--- src/rtl/svga_timing_gen.sv ---
// ---------------------------------------------------------------------------
// svga_timing_gen
//
// 800x600@56 Hz SVGA timing generator for the 36 MHz pixel clock.
// Produces the pixel coordinates for the game renderer. The renderer's
// pipelined RGB is re-aligned with sync and blanking that have been delayed
// by PIPE_DELAY cycles. The VGA pins are then registered once more, so every
// pin lags its coordinate by PIPE_DELAY+1 cycles. The block also provides a
// frame-start pulse and a 16-bit completed-frame counter.
//
// Optional feature (macro SVGA_TEST_PATTERN_EN): when the macro is defined and
// test_mode=1, the RGB source is replaced by 8 vertical colour bars, each
// 100 px wide. The bar index comes from the delayed h coordinate. When the
// macro is undefined, test_mode is ignored.
//
// Ports:
//   pixel_clk    in   pixel clock
//   rst_n        in   synchronous active-low reset
//   red_in       in   [3:0] renderer red   (PIPE_DELAY cycles after coordinate)
//   green_in     in   [3:0] renderer green
//   blue_in      in   [3:0] renderer blue
//   test_mode    in   colour-bar select (only with SVGA_TEST_PATTERN_EN)
//   h_coord      out  [10:0] horizontal counter 0..H_TOTAL-1
//   v_coord      out  [9:0]  vertical counter 0..V_TOTAL-1
//   display_on   out  undelayed active-video flag
//   frame_start  out  high while counters are at (0,0)
//   frame_cnt    out  [15:0] completed frames, modulo 2^16
//   vga_hs       out  horizontal sync pin
//   vga_vs       out  vertical sync pin
//   vga_r/g/b    out  [3:0] colour pins, zero during blanking
//
// PIPE_DELAY must lie in 0..4.
// ---------------------------------------------------------------------------
module svga_timing_gen #(
    parameter int unsigned H_ACTIVE   = 800,
    parameter int unsigned H_FP       = 24,
    parameter int unsigned H_SYNC     = 72,
    parameter int unsigned H_BP       = 128,
    parameter int unsigned V_ACTIVE   = 600,
    parameter int unsigned V_FP       = 1,
    parameter int unsigned V_SYNC     = 2,
    parameter int unsigned V_BP       = 22,
    parameter bit          HS_POL     = 1'b1,
    parameter bit          VS_POL     = 1'b1,
    parameter int unsigned PIPE_DELAY = 1
) (
    input  logic        pixel_clk,
    input  logic        rst_n,
    input  logic [3:0]  red_in,
    input  logic [3:0]  green_in,
    input  logic [3:0]  blue_in,
    input  logic        test_mode,
    output logic [10:0] h_coord,
    output logic [9:0]  v_coord,
    output logic        display_on,
    output logic        frame_start,
    output logic [15:0] frame_cnt,
    output logic        vga_hs,
    output logic        vga_vs,
    output logic [3:0]  vga_r,
    output logic [3:0]  vga_g,
    output logic [3:0]  vga_b
);

    localparam int unsigned H_TOTAL = H_ACTIVE + H_FP + H_SYNC + H_BP;
    localparam int unsigned V_TOTAL = V_ACTIVE + V_FP + V_SYNC + V_BP;

    // Sums are formed at full integer width, then cast to the compare widths.
    localparam logic [10:0] H_LAST   = 11'(H_TOTAL - 1);
    localparam logic [10:0] H_ACT    = 11'(H_ACTIVE);
    localparam logic [10:0] HS_FIRST = 11'(H_ACTIVE + H_FP);
    localparam logic [10:0] HS_LAST  = 11'(H_ACTIVE + H_FP + H_SYNC - 1);
    localparam logic [9:0]  V_LAST   = 10'(V_TOTAL - 1);
    localparam logic [9:0]  V_ACT    = 10'(V_ACTIVE);
    localparam logic [9:0]  VS_FIRST = 10'(V_ACTIVE + V_FP);
    localparam logic [9:0]  VS_LAST  = 10'(V_ACTIVE + V_FP + V_SYNC - 1);

    // One delay-line tap. The h coordinate is carried along only when the
    // colour bars need it.
    typedef struct packed {
`ifdef SVGA_TEST_PATTERN_EN
        logic [10:0] h;
`endif
        logic        hs;
        logic        vs;
        logic        de;
    } tap_t;

    localparam tap_t TAP_IDLE = '{hs: ~HS_POL, vs: ~VS_POL, default: '0};

    // ------------------------------------------------------------------
    // Coordinate counters and frame counter
    // ------------------------------------------------------------------
    logic [10:0] h_q, h_d;
    logic [9:0]  v_q, v_d;
    logic [15:0] fcnt_q, fcnt_d;
    logic        h_end, v_end;

    always_comb begin
        h_end  = (h_q == H_LAST);
        v_end  = (v_q == V_LAST);
        h_d    = h_end ? 11'd0 : h_q + 11'd1;
        v_d    = v_q;
        fcnt_d = fcnt_q;
        if (h_end) begin
            v_d = v_end ? 10'd0 : v_q + 10'd1;
            if (v_end) begin
                fcnt_d = fcnt_q + 16'd1;
            end
        end
    end

    always_ff @(posedge pixel_clk) begin
        if (!rst_n) begin
            h_q    <= '0;
            v_q    <= '0;
            fcnt_q <= '0;
        end else begin
            h_q    <= h_d;
            v_q    <= v_d;
            fcnt_q <= fcnt_d;
        end
    end

    assign h_coord     = h_q;
    assign v_coord     = v_q;
    assign frame_cnt   = fcnt_q;
    assign display_on  = (h_q < H_ACT) && (v_q < V_ACT);
    assign frame_start = (h_q == 11'd0) && (v_q == 10'd0);

    // ------------------------------------------------------------------
    // Raw sync/enable decode. The polarity is applied here, so that the
    // delay line always holds pin levels.
    // ------------------------------------------------------------------
    tap_t tap_raw, tap_dly;

    always_comb begin
        tap_raw    = TAP_IDLE;
        tap_raw.hs = ((h_q >= HS_FIRST) && (h_q <= HS_LAST)) ? HS_POL : ~HS_POL;
        tap_raw.vs = ((v_q >= VS_FIRST) && (v_q <= VS_LAST)) ? VS_POL : ~VS_POL;
        tap_raw.de = display_on;
`ifdef SVGA_TEST_PATTERN_EN
        tap_raw.h  = h_q;
`endif
    end

    // ------------------------------------------------------------------
    // Delay line matching the renderer latency
    // ------------------------------------------------------------------
    generate
        if (PIPE_DELAY == 0) begin : g_no_delay
            assign tap_dly = tap_raw;
        end else begin : g_delay
            tap_t pipe_q [PIPE_DELAY];

            always_ff @(posedge pixel_clk) begin
                if (!rst_n) begin
                    for (int i = 0; i < int'(PIPE_DELAY); i++) begin
                        pipe_q[i] <= TAP_IDLE;
                    end
                end else begin
                    pipe_q[0] <= tap_raw;
                    for (int i = 1; i < int'(PIPE_DELAY); i++) begin
                        pipe_q[i] <= pipe_q[i-1];
                    end
                end
            end

            assign tap_dly = pipe_q[PIPE_DELAY-1];
        end
    endgenerate

    // ------------------------------------------------------------------
    // RGB source selection
    // ------------------------------------------------------------------
    logic [11:0] rgb_src;

`ifdef SVGA_TEST_PATTERN_EN
    logic [10:0] bar_div;
    logic [2:0]  bar;
    logic [7:0]  unused_bar_hi;

    // Beyond pixel 799 the quotient exceeds 7, but blanking masks those
    // pixels, so only the low three bits matter.
    assign bar_div       = tap_dly.h / 11'd100;
    assign bar           = bar_div[2:0];
    assign unused_bar_hi = bar_div[10:3];

    always_comb begin
        rgb_src = {red_in, green_in, blue_in};
        if (test_mode) begin
            rgb_src = {{4{bar[0]}}, {4{bar[1]}}, {4{bar[2]}}};
        end
    end
`else
    logic unused_test_mode;

    assign unused_test_mode = test_mode;

    always_comb begin
        rgb_src = {red_in, green_in, blue_in};
    end
`endif

    // ------------------------------------------------------------------
    // Output stage
    // ------------------------------------------------------------------
    logic        hs_q, vs_q;
    logic [11:0] rgb_q;

    always_ff @(posedge pixel_clk) begin
        if (!rst_n) begin
            hs_q  <= ~HS_POL;
            vs_q  <= ~VS_POL;
            rgb_q <= '0;
        end else begin
            hs_q  <= tap_dly.hs;
            vs_q  <= tap_dly.vs;
            rgb_q <= tap_dly.de ? rgb_src : 12'd0;
        end
    end

    assign vga_hs = hs_q;
    assign vga_vs = vs_q;
    assign vga_r  = rgb_q[11:8];
    assign vga_g  = rgb_q[7:4];
    assign vga_b  = rgb_q[3:0];

endmodule

--- config.mk ---
export PLATFORM = sky130hd
export DESIGN_NAME = svga_timing_gen
export DESIGN_NICKNAME = d
export VERILOG_FILES = /design/src/rtl/svga_timing_gen.sv
export SDC_FILE = /design/constraint.sdc
export NUM_CORES = 1
export LEC_CHECK = 0
export CORE_MARGIN = 1
export CORE_UTILIZATION = 35
export CTS_BUF_LIST = sky130_fd_sc_hd__clkbuf_8
export DETAILED_ROUTE_END_ITERATION = 7
export GPL_ROUTABILITY_DRIVEN = 0
export SLEW_MARGIN = 30
export SYNTH_ARGS = -nofsm -noshare
export SYNTH_HDL_FRONTEND = slang
export SYNTH_SLANG_ARGS = --single-unit
--- constraint.sdc ---
create_clock -name pixel_clk -period 2.01 [get_ports pixel_clk]
set_clock_uncertainty 0.15 [all_clocks]
set_input_delay 0.201 -clock pixel_clk [delete_from_list [all_inputs] [get_ports pixel_clk]]
set_output_delay 0.201 -clock pixel_clk [all_outputs]
set_load 0.05 [all_outputs]
Word level (Yosys, flattened, before mapping)
Memory sizes are Yosys's and may differ from the RTL's.
Cells that the tools add are included.
W data, S select, Z words.
{ "word_totals": {"ram_bits": 3, "inputBits": 15, "reg_bits": 51, "n_memories": 1, "wordCells": 36} }
{ "op_classes": {"add_sub_neg": 3, "bitwise": 1, "n_lt_le_gt_ge": 6, "mux": 7, "n_reduce_logical": 10, "n_eq_ne": 2} }
{ "memory_table": {"columns": ["name", "depth", "word_bits", "rd", "rd_clocked_by_memory_dff", "wr", "line", "text"], "rows": [
  ["g_delay.pipe_q", 1, 3, 1, 0, 1, "154", "tap_t pipe_q [PIPE_DELAY];"]
]} }
{ "ops": {"columns": ["op", "count"], "rows": [
  ["$add A16 B1 Y16 const B", 1],
  ["$add A11 B1 Y11 const B", 1],
  ["$eq A11 B10 Y1 const B", 1],
  ["$ge A11 B10 Y1 const B", 1],
  ["$le A11 B10 Y1 const B", 1],
  ["$logic_not A11 Y1", 1],
  ["$lt A11 B10 Y1 const B", 1],
  ["$add A10 B1 Y10 const B", 1],
  ["$eq A10 B10 Y1 const B", 1],
  ["$ge A10 B10 Y1 const B", 1],
  ["$le A10 B10 Y1 const B", 1],
  ["$logic_not A10 Y1", 1],
  ["$lt A10 B10 Y1 const B", 1],
  ["$mux W10", 1],
  ["$mux W1", 5],
  ["$logic_and A1 B1 Y1", 4],
  ["$reduce_and A2 Y1", 2],
  ["$mux W3", 1],
  ["$reduce_or A3 Y1", 1],
  ["$reduce_or A2 Y1", 1],
  ["$not A1 Y1", 1]
]} }

Logic depth before layout (Yosys ltp)
{ "depth": {"depth_word": 4, "mapped_depth": 8} }

Least setup slack after synthesis
Ideal clock, no wire load.
{ "synth_timing": {"kind": "register to output", "from": "reg h_q[8], in the netlist h_coord[8]", "to": "out frame_start", "stages_incl_launch_ff": 6, "t_required_ns": 1.659, "t_arrival_ns": 2.686, "setup_slack_ns": -1.027, "cell_sequence": "dfxtp_1 > buf_4 > or4_2 > nor4_1 > nand4b_1 > nor3b_1"} }
{ "synth_between": {"elab_chain_len": 2} }
{ "synth_rtl": {"columns": ["item", "line", "text"], "rows": [
  ["start, declared", "94", "logic [10:0] h_q, h_d;"],
  ["start signal, assigned", "115", "h_q <= '0;"],
  ["start signal, assigned", "119", "h_q <= h_d;"],
  ["$logic_not A11 Y1", "129", "assign frame_start = (h_q == 11'd0) && (v_q == 10'd0);"],
  ["$logic_and A1 B1 Y1", "129", null],
  ["end, declared", "56", "output logic frame_start,"]
]} }
Every way passes these cells.

Final worst setup path
Same ends and word-level chain as after synthesis.

==> metrics.cfg <==
[run_status]
status = finished, violations left
violations = negative setup slack

[power_and_ir_drop]
fin_total_pwr_w = 0.00192
powerDensity_mw_per_mm2 = 508
power.leakage_nw = 1.48
ir_drop_uv = 291

[layout]
diodes = 0
syn2layout_area_growth_pct = 52.1
final_layout_size_suffix_gt1_share_pct = 24.3
final_common_cell = clkdlybuf4s50_1
final_core_util_pct = 55.2
layout_common_cells = 54 x clkdlybuf4s50_1, 36 x dfxtp_1, 33 x buf_4
nets = 388

[global_routing]
grt_max_degree = 29
track_usage_pct = 18.2
grt_pass1_vias = 2225
gr-total-overflow = 0
antenna_found_initial = 0
grt_pass1_wl_um = 10700

[die]
die_w_um = 86.2
die_h_um = 86.2
start_util_pct = 36.3
rows = 30
core_mm2 = 0.00683
ios = 68
dieArea_mm2 = 0.00743

[detailed_routing]
vias = 2384
wire_per_inst_um = 14.7
drc = 0
first_pass_iters = 4
ant_nets = 0
drtIter0Drc = 125
totalWireLength_um = 6820
via_per_inst = 5.15

[clock_network]
cts_buffers = 5
cts_tree = built
h-tree-depth = 2
cts.sinks = 54
clk_latency_ns = 0.31
hold_buffers = 0
path_clk_slew_ns = 0.10
clockRootBuffer = clkbuf_8
clockBufferDepth = 2

[sta]
relSlewSlack_pct = 65.5
setup-violations-final = 2
fin_crit_sh_pct = 114
rsz0062_at_grt = true
hold_slack_ns = 0.293
drv_slew = 0
timing.fmax_mhz = 436
finalCriticalPeriod_ns = 2.29
setup_ws_ns = -0.283
tightest_slew_ns = 0.515
hold_viol = 0

[yosys]
synthTopCellsByArea = dfxtp_1 44%, and3_1 4.0%, ha_1 3.5%
synth_nets = 297
ys_ff_latch = 54
synth_top_family_by_area = simple AND/OR/NAND/NOR gates
yosys.area_share.adder_pct = 3.53
yosys.area.top_type = dfxtp_1
synthSimpleGateAreaFrac_pct = 30.5
synth_edf_count = 0
ys_seq_area_share_pct = 43.6
ys_types = 46
synth_cells = 275
avgSynthCellArea_um2 = 9.02
yosys_most_used_dff = dfxtp_1
synth.cell_area_mm2 = 0.00248
async_flop_share_pct = 0
synth_top_area_share_pct = 43.6
synth_warnings = 0
synthMuxAreaShare_pct = 2.42
synth_compound_area_share_pct = 11.2
synthXorXnorAreaFrac_pct = 3.88

[flow_run]
maxCapViolations = 0

[worst_setup_path]
required_ns = 1.66
critPathKind = reg2out
start_kind = flip-flop
cp_max_fo = 2
cp-end-kind = primary output
worstPathArrival_ns = 1.94

[placement]
hpwlAfterDp_um = 4620
io_buffers = 66

[min_path]
hold_class = reg2reg

-- cell usage after synthesis (2+ instances only) --
cell,number
dfxtp_1,54
nand2_1,19
a21oi_1,16
and3_1,16
nor2_1,14
nand4_1,11
inv_1,10
nand3_1,10
o21ai_0,9
or4_1,9
and2_1,8
or3_1,8
buf_2,7
ha_1,7
nor4_1,7
o31ai_1,7
and4_1,6
clkbuf_1,6
mux2i_1,6
xor2_1,6
xnor2_1,5
nand2b_1,4
buf_4,3
a31oi_1,2
nand3b_1,2
nand4b_1,2
nor2b_1,2
-- worst paths after layout --
| path | endpoint | start | slack, ns | depth (start not counted) |
|---|---|---|---|---|
| worst max-delay path | frame_start | h_coord[8]$_SDFF_PP0_ | -0.28 | 5 |
| worst min-delay path | vga_hs$_SDFF_PN0_ | g_delay.pipe_q[0][2]$_SDFF_PN0_ | 0.29 | 1 |
| worst max register to register | frame_cnt[15]$_SDFFE_PN0P_ | v_coord[0]$_SDFFE_PN0N_ | -0.02 | 7 |
| worst min register to register | vga_hs$_SDFF_PN0_ | g_delay.pipe_q[0][2]$_SDFF_PN0_ | 0.29 | 1 |
-- timing repair --
item                                    CTS  global route
setup buffers                             7             7
pin swaps                                 8             9
gates cloned                              0             1
resized for setup                        11            18
endpoints found under the setup margin   12            30
-- worst max-delay path, stage by stage, from the launching register on --
cell	delay (ns)
dfxtp_4	0.35
or4_4	0.54
nor4_4	0.15
nand4b_1	0.17
nor3b_4	0.25
buf_12	0.17
-- per-layer routing --
metal | vias to the layer above | routed length [µm] | GRT usage, %
met5 | - | 0 | 0
met4 | 0 | 113 | 5.76
met3 | 11 | 249 | 3.43
met2 | 55 | 3370 | 32.3
met1 | 1131 | 3090 | 22.3
li1 | 1187 | - | -
-- state kept, by name (all words and copies together) (netlist names) --
name,cells
v_coord,10
vga_vs,1
rgb_q,12
g_delay.pipe_q,3
h_coord,11
frame_cnt,16
vga_hs,1
-- cells by family (layout without fill, tap and decap cells) --
family,Yosys count,after routing
XOR/XNOR,11,11
AO/OA/AOI/OAI,44,44
adder cells (fa/ha/maj),7,7
multiplexers,6,6
buffers and inverters,27,119
flip-flops,54,54
AND/OR/NAND/NOR,126,126
-- through the flow --
stage	TNS, ns	cells	worst slack (ns)	cell area [µm²]
5_1_grt	-0.674	463	-0.386	3770
3_5_place_dp	-0.102	440	-0.0468	3430
2_1_floorplan	-0.175	275	-0.166	2570
6_report	-0.305	463	-0.283	3770
3_3_place_gp	-0.144	440	-0.0306	3430
4_1_cts	-0.324	455	-0.324	3610
-- power breakdown --
part / internal, W / total (W) / switching [W]
logic: 0.0000865 / 0.000201 / 0.000115
clock network: 0.000246 / 0.000626 / 0.000380
registers: 0.00108 / 0.00109 / 0.0000110
-- final cells by class --
class                      instances  area [µm²]
timing repair buffer             101         988
sequential                        54        1120
clock buffer                       5        68.8
clock inverter                     3        21.3
tap                               96         120
multi-input combinational        194        1410
fill                             658        3060
inverter                          10        37.5
No activity file was read; power rests on OpenSTA's default activity.
